File: config.mk
export PLATFORM = sky130hd
export DESIGN_NAME = multicycle_ctrlr
export DESIGN_NICKNAME = d
export VERILOG_FILES = /design/src/rtl/multicycle_ctrlr.sv
export SDC_FILE = /design/constraint.sdc
export NUM_CORES = 1
export LEC_CHECK = 0
export CORE_MARGIN = 1
export CORE_UTILIZATION = 44
export DETAILED_ROUTE_END_ITERATION = 16
export HOLD_SLACK_MARGIN = 0.06
export PLACE_DENSITY = 0.95
export SETUP_SLACK_MARGIN = 0.02
export SKIP_CTS_REPAIR_TIMING = 1
export SYNTH_ARGS = -nofsm -noshare
export SYNTH_HDL_FRONTEND = slang
export SYNTH_SLANG_ARGS = --single-unit
export TNS_END_PERCENT = 100
File: constraint.sdc
create_clock -name clk -period 2.3 [get_ports clk]
set_clock_uncertainty 0.2 [all_clocks]
set_input_delay 0.46 -clock clk [delete_from_list [all_inputs] [get_ports clk]]
set_output_delay 0.46 -clock clk [all_outputs]
set_load 0.02 [all_outputs]
File: src/rtl/multicycle_ctrlr.sv
// multicycle_ctrlr: FETCH/DECODE/EXEC/MEM/WB sequencer sharing one memory port; WND_OVERFLOW_TRAP_EN traps CWND in the last window.
// 2-5 cycles per instruction; FETCH and MEM stall while mem_req is high and mem_ready is low.
module multicycle_ctrlr #(
  parameter int NUM_WND = 4,
  parameter int WP_W    = $clog2(NUM_WND)
) (
  input  logic            clk,
  input  logic            rst,
  input  logic [3:0]      opcode,
  input  logic [7:0]      func,
  input  logic            zero,
  input  logic            mem_ready,
  output logic            mem_req,
  output logic            ir_load,
  output logic            pc_write,
  output logic [1:0]      PCSel,
  output logic [1:0]      ALUSel,
  output logic [2:0]      ALUOP,
  output logic            dataSel,
  output logic            regWriteEn,
  output logic            memWriteEn,
  output logic            changeWnd,
  output logic [WP_W-1:0] wnd_ptr,
  output logic            illegal
);

  typedef enum logic [2:0] {
    st_fetch, st_decode, st_exec, st_mem, st_wb, st_halted, st_trap
  } state_t;

  localparam logic [3:0] op_rtype = 4'd0;
  localparam logic [3:0] op_addi  = 4'd1;
  localparam logic [3:0] op_load  = 4'd2;
  localparam logic [3:0] op_store = 4'd3;
  localparam logic [3:0] op_beqz  = 4'd4;
  localparam logic [3:0] op_jump  = 4'd5;
  localparam logic [3:0] op_cwnd  = 4'd6;
  localparam logic [3:0] op_halt  = 4'd7;

  state_t          state, next_state;
  logic [WP_W-1:0] wnd_q;
  logic            wnd_inc;
  logic            func_onehot;
  logic            op_illegal;
  logic            wnd_top;
  logic [2:0]      func_idx;
  logic [2:0]      alu_op;
  logic [1:0]      alu_sel;

  assign func_onehot = (func != 8'd0) && ((func & (func - 8'd1)) == 8'd0);
  assign op_illegal  = opcode[3] || ((opcode == op_rtype) && !func_onehot);
  assign wnd_top     = (wnd_q == WP_W'(NUM_WND - 1));
  assign wnd_ptr     = rst ? '0 : wnd_q;

  always_comb begin
    func_idx = 3'd0;
    for (int i = 0; i < 8; i++) begin
      if (func[i]) func_idx = 3'(i);
    end
  end

  // Shared by EXEC and MEM so the address stays stable across the memory wait.
  always_comb begin
    alu_op  = 3'd0;
    alu_sel = 2'b00;
    case (opcode)
      op_rtype:                  alu_op  = func_idx;
      op_addi, op_load, op_store: alu_sel = 2'b01;
      op_beqz:                   alu_op  = 3'd1;
      default: ;
    endcase
  end

  always_comb begin
    next_state = state;
    wnd_inc    = 1'b0;
    mem_req    = 1'b0;
    ir_load    = 1'b0;
    pc_write   = 1'b0;
    PCSel      = 2'b00;
    ALUSel     = 2'b00;
    ALUOP      = 3'd0;
    dataSel    = 1'b0;
    regWriteEn = 1'b0;
    memWriteEn = 1'b0;
    changeWnd  = 1'b0;
    illegal    = 1'b0;
    if (!rst) begin
      case (state)
        st_fetch: begin
          mem_req = 1'b1;
          if (mem_ready) begin
            ir_load    = 1'b1;
            pc_write   = 1'b1;
            next_state = st_decode;
          end
        end
        st_decode: begin
          if (op_illegal) begin
            next_state = st_trap;
          end else begin
            case (opcode)
              op_halt: next_state = st_halted;
              op_jump: begin
                pc_write   = 1'b1;
                PCSel      = 2'b10;
                next_state = st_fetch;
              end
              op_cwnd: begin
`ifdef WND_OVERFLOW_TRAP_EN
                if (wnd_top) begin
                  next_state = st_trap;
                end else begin
                  changeWnd  = 1'b1;
                  wnd_inc    = 1'b1;
                  next_state = st_fetch;
                end
`else
                changeWnd  = 1'b1;
                wnd_inc    = 1'b1;
                next_state = st_fetch;
`endif
              end
              default: next_state = st_exec;
            endcase
          end
        end
        st_exec: begin
          ALUOP  = alu_op;
          ALUSel = alu_sel;
          case (opcode)
            op_rtype, op_addi: next_state = st_wb;
            op_load, op_store: next_state = st_mem;
            op_beqz: begin
              pc_write   = zero;
              PCSel      = 2'b01;
              next_state = st_fetch;
            end
            default: next_state = st_fetch;
          endcase
        end
        st_mem: begin
          mem_req    = 1'b1;
          ALUOP      = alu_op;
          ALUSel     = alu_sel;
          memWriteEn = (opcode == op_store);
          if (mem_ready) next_state = (opcode == op_store) ? st_fetch : st_wb;
        end
        st_wb: begin
          regWriteEn = 1'b1;
          dataSel    = (opcode == op_load);
          next_state = st_fetch;
        end
        st_halted: ;
        st_trap:   illegal = 1'b1;
        default:   next_state = st_fetch;
      endcase
    end
  end

  always_ff @(posedge clk) begin
    if (rst) begin
      state <= st_fetch;
      wnd_q <= '0;
    end else begin
      state <= next_state;
      if (wnd_inc) wnd_q <= wnd_top ? '0 : wnd_q + WP_W'(1);
    end
  end

endmodule
**After elaboration in Yosys (flattened, before gate mapping)**

Cells that the tools add are included.

- $add $sub $neg: 2
- Equality and inequality tests: 16
- Bitwise gates (word level): 2
- Reduce and logical (&&, ||, !) cells: 16
- Muxes and demuxes: 49

Operator list:

| kind | number |
|---|---|
| two-way mux 3 bit | 12 |
| two-way mux 1 bit | 24 |
| case mux 3 bit (2 select lines) | 3 |
| == test 4 x 3 -> 1 bit (second input constant) | 4 |
| case mux 3 bit (5 select lines) | 1 |
| two-way mux 2 bit | 7 |
| OR reduction 2 bit | 6 |
| == test 3 bit (second input constant) | 3 |
| bitwise AND 8 bit | 1 |
| == test 4 x 2 -> 1 bit (second input constant) | 2 |
| logical NOT 8 bit | 1 |
| nonzero test 8 bit | 1 |
| subtractor 8 x 1 -> 8 bit (second input constant) | 1 |
| == test 3 x 2 -> 1 bit (second input constant) | 2 |
| == test 4 x 1 -> 1 bit (second input constant) | 1 |
| logical NOT 4 bit | 1 |
| inequality test 2 bit (second input constant) | 2 |
| case mux 2 bit (2 select lines) | 1 |
| == test 3 x 1 -> 1 bit (second input constant) | 1 |
| logical NOT 3 bit | 1 |
| case mux 1 bit (3 select lines) | 1 |
| AND reduction 3 bit | 1 |
| OR reduction 3 bit | 1 |
| adder 2 x 1 -> 2 bit (second input constant) | 1 |
| 5 further kinds | 6 |

- Output and inout bits: 17
- Input bits: 16
- Register bits: 5
- Logic and storage cells: 87

**Longest topological paths before layout**

Gate-level depths: netlist (run 1).

- Depth after elaboration: 10
- Gate-level depth with buffers: 5

**Worst setup path before layout (run 1)**

OpenSTA, ideal clock, no wires.

- Path type: input port to output port
- Start point: input port rst
- End point: output port ALUOP[0]
- Stages on the path: 4
- Path buffers: 1
- Setup slack: -0.338 ns
- Required time: 1.640 ns
- Arrival time: 1.978 ns
- Path through: clkbuf_1 -> nor2_1 -> nand2_1 -> a2111oi_0

- Word-level cells in the longest chain between the ends: 1

RTL lines:

| item | line | RTL |
|---|---|---|
| start: declaration | 8 | `input logic rst,` |
| two-way mux 3 bit | 88 | `if (!rst) begin` |
| end: declaration | 18 | `output logic [2:0] ALUOP,` |

No other way between the ends.

**Final worst setup path (run 1)**

- Start point: input port func[7]
- End point: output port ALUOP[1]

- Word-level cells in the longest chain between the ends: 4

RTL lines:

| item | line | RTL |
|---|---|---|
| start: declaration | 10 | `input logic [7:0] func,` |
| two-way mux 3 bit | 58 | `if (func[i]) func_idx = 3'(i);` |
| case mux 3 bit (2 select lines) | 66 | `case (opcode)` |
| two-way mux 3 bit | 89 | `case (state)` |
| two-way mux 3 bit | 88 |  |

No other way between the ends.

==> impl_summary.log, run 1 <==
[metrics] detailed-placement wirelength estimate: 2.221 mm
[metrics] fin crit period: 2.276 ns
[metrics] DR WL/cell: 20.35 µm
[metrics] share of the cycle needed by the critical path after routing: 98.95%
[metrics] buffer type at the clock tree root: clkbuf_4
[metrics] sequential area share after synthesis: 13.94%
[metrics] height of the die: 42.40 µm
[metrics] initial antenna violation count: 0
[metrics] number of design-rule violations left by the first detailed-router iteration: 63
[metrics] Achievable Freq: 439.4 MHz
[metrics] main flop type after synthesis: dfxtp_1
[metrics] P per Cell Area: 450.7 nW/µm²
[metrics] CP delay by family, top: buffers and inverters
[metrics] number of nets with antenna violations after routing: 0
[metrics] post-synthesis instance area: 718.2 µm²
[metrics] critical path's largest stage delay: 0.44 ns
[metrics] Core Region: 1524 µm²
[metrics] area added between synthesis and finish: 93.55%
[metrics] startpoint-to-endpoint class of the critical path: input pin to primary output
[metrics] share of synthesized flip-flops with an asynchronous set or reset: 0%
[metrics] Switching Share: 44.55%
[metrics] average size of a mapped cell: 6.973 µm²
[metrics] critical path startpoint category: input pin
[metrics] Post-Syn Nets: 120
[metrics] depth of the CTS H-tree: 1
[metrics] CTS sink count: 5
[metrics] first-pass GRT wire length: 4.636 mm
[metrics] peak fanout along the critical path: 3
[metrics] cell leakage power: 0.0008322 µW
[metrics] internal power: 347.4 µW
[metrics] post-synthesis sequential element count: 5
[metrics] number of warnings printed during yosys synthesis: 0
[metrics] routed vias/inst: 6.629
[metrics] post-synthesis instance total: 103
[metrics] input/output buffers: 31
[metrics] number of global-route vias before repair: 1092
[metrics] sequential fraction of design power: 21.6%
[metrics] clock edge transition at the registers on the reported setup and hold paths: 0.05 ns
[metrics] starting utilization of the core area: 47.13%
[metrics] cell accounting for the most synthesized area: dfxtp_1
[metrics] clock latency of the later-clocked register in the worst-skew pair: 0.26 ns
[metrics] clock buffer count from CTS: 3
[metrics] power spent charging and discharging nets: 279.1 µW
[metrics] highest-count cells in the layout ignoring fill and taps: buf_4, dlymetal6s2s_1, nor2_1
[metrics] horizontal extent of the die: 42.40 µm
[metrics] result of the run: finished clean
[metrics] type of the tightest min-delay check: flop to flop
[metrics] final hold viol count: 0
[metrics] number of enable-type register cells in the synthesized netlist: 0
[metrics] cell type of the slowest stage on the worst timing path: clkdlybuf4s50_1
[metrics] arrival time of data at the critical path endpoint: 1.62 ns
[metrics] fin nets: 176
[metrics] routability cong.: 0.9012
[metrics] cell row count: 14
[metrics] total wirelength of the detailed-routed design: 3.561 mm
[metrics] required time reported for the critical path endpoint: 1.64 ns
[metrics] largest voltage drop on the vdd net: 0.0005090 V
[metrics] maximum root-to-sink buffer count: 2
[metrics] distinct cell type count of the synthesized netlist: 47
[metrics] Finished Cell Area: 1390 µm²
[metrics] floorplan die area: 1798 µm²
[metrics] Setup violations, final: 0
[metrics] routed vias: 1160
[metrics] instance area after placement: 1212 µm²
[metrics] largest net degree at the start of global routing: 13
[metrics] fraction of final layout cells sized beyond drive strength 1: 35.44%
[metrics] CTS tree: built
[metrics] most frequent standard cell in the layout excluding fill and tap cells: buf_4
[metrics] post-route worst hold slack: 0.3358 ns
[metrics] final global-route overflow total: 0
[metrics] Synth top area share: 13.94%
[metrics] count of max-cap constraint violations: 0
[metrics] share of total power in combinational logic: 60.4%
[metrics] first drt pass iteration count: 4
[metrics] relative contribution of the clock network to total power: 17.9%
[metrics] boundary pin count: 33
[metrics] All-Layer GR Usage: 33.75%
[metrics] cell types occupying the most area after synthesis: dfxtp_1, nor2_1, nor3_1, nor2b_1, a21oi_1
[metrics] cell-by-cell trace of the critical path: clkdlybuf4s50_1 > buf_4 > nor2_1 > a21oi_1 > clkbuf_2
[metrics] final routed DRC violation total: 0
[metrics] critical path capture point type: primary output
[metrics] final-report max-slew violation count: 0
[metrics] RSZ-0062 raised after global routing: no
[metrics] number of buffers and inverters on the critical path: 3
[worst paths after layout]
path,cells past startpoint,slack [ns],endpoint,startpoint
min reg2reg,2,0.34,wnd_q[0],wnd_q[0]
min,2,0.34,wnd_q[0],wnd_q[0]
max,5,0.02,ALUOP[1],func[7]
max reg2reg,6,0.40,wnd_q[0],state[0]
[synth_stat cells (all sizes together), types with 2 or more instances]
cell	number
nor3	7
nand4	3
a41oi	2
o21bai	2
nand2b	4
nand3	3
nor3b	4
a211oi	2
a21oi	6
or3	2
nand2	4
clkbuf	3
inv	4
dfxtp	5
nor2b	5
o21ai	5
and2b	2
buf	5
nor2	15
[power by group through the flow]
stage	Sequential [µW]	Clock (µW)	Combinational, µW
after floorplan	115	0	189
after global placement	125	0	314
after detailed placement	128	0	334
after CTS	126	107	338
after global routing	136	116	398
final	136	112	379
[metal layers]
metal | global-route usage, % | wire length (µm) | up-vias
met2 | 62.15 | 1719 | 103
met4 | 20.63 | 238 | 0
met1 | 34.29 | 1238 | 526
met5 | 0 | 0 | -
met3 | 6.466 | 364 | 39
li1 | - | - | 492
[worst reg2reg max path, delay by kind of cell (launching register included)]
family,cells,cell delay (ns)
DFF,1,0.43
AOI/OAI and AO/OA,1,0.15
and+or+nand+nor,3,0.71
buffers and inverters,2,0.35
[stage by stage]
step           instances  setup slack (ns)  util, %  power [µW]  TNS, ns
6_report             175           0.02423    91.22       626.5        0
2_1_floorplan        103          -0.08350        -       303.8  -0.1568
4_1_cts              173           -0.7726    81.28       571.6   -6.953
3_5_place_dp         169           -0.7726    79.56       462.0   -6.902
5_1_grt              174          0.002782    91.05       649.7        0
3_3_place_gp         169           -0.5681    79.56       439.0   -6.022
[final cells by class]
type                    count  area [µm²]
multi-input cells          86       659.4
repair buffers             59       561.8
fillers                    60       133.9
flip-flops and latches      5       105.1
clock buffers               4       26.28
well taps                  16       20.02
inverters                   4       15.01
diodes                      1       2.502
[registers in the layout, summed over array words and instances, names as in the netlist]
| name | cells |
|---|---|
| state | 3 |
| wnd_q | 2 |
[cell families (layout without fill, tap and decap cells)]
group,Yosys count,count (layout),synth area share (%)
AO/OA/AOI/OAI,28,28,27.35
XOR/XNOR,1,1,1.220
other,1,2,0.5221
adder cells (fa/ha/maj),2,2,3.136
flip-flops,5,5,13.94
multiplexers,1,1,1.394
AND/OR/NAND/NOR,53,53,44.07
buffers and inverters,12,67,8.361
Power figures use the tool's default switching activity.
==> run 2: changes to the inputs <==
--- a/config.mk
+++ b/config.mk
@@ -10,7 +10,6 @@
 export DETAILED_ROUTE_END_ITERATION = 16
 export HOLD_SLACK_MARGIN = 0.06
 export PLACE_DENSITY = 0.95
-export SETUP_SLACK_MARGIN = 0.02
 export SKIP_CTS_REPAIR_TIMING = 1
 export SYNTH_ARGS = -nofsm -noshare
 export SYNTH_HDL_FRONTEND = slang
==> results of run 2 <==
No change in the layout: final DEF, timing and power equal those of run 1.
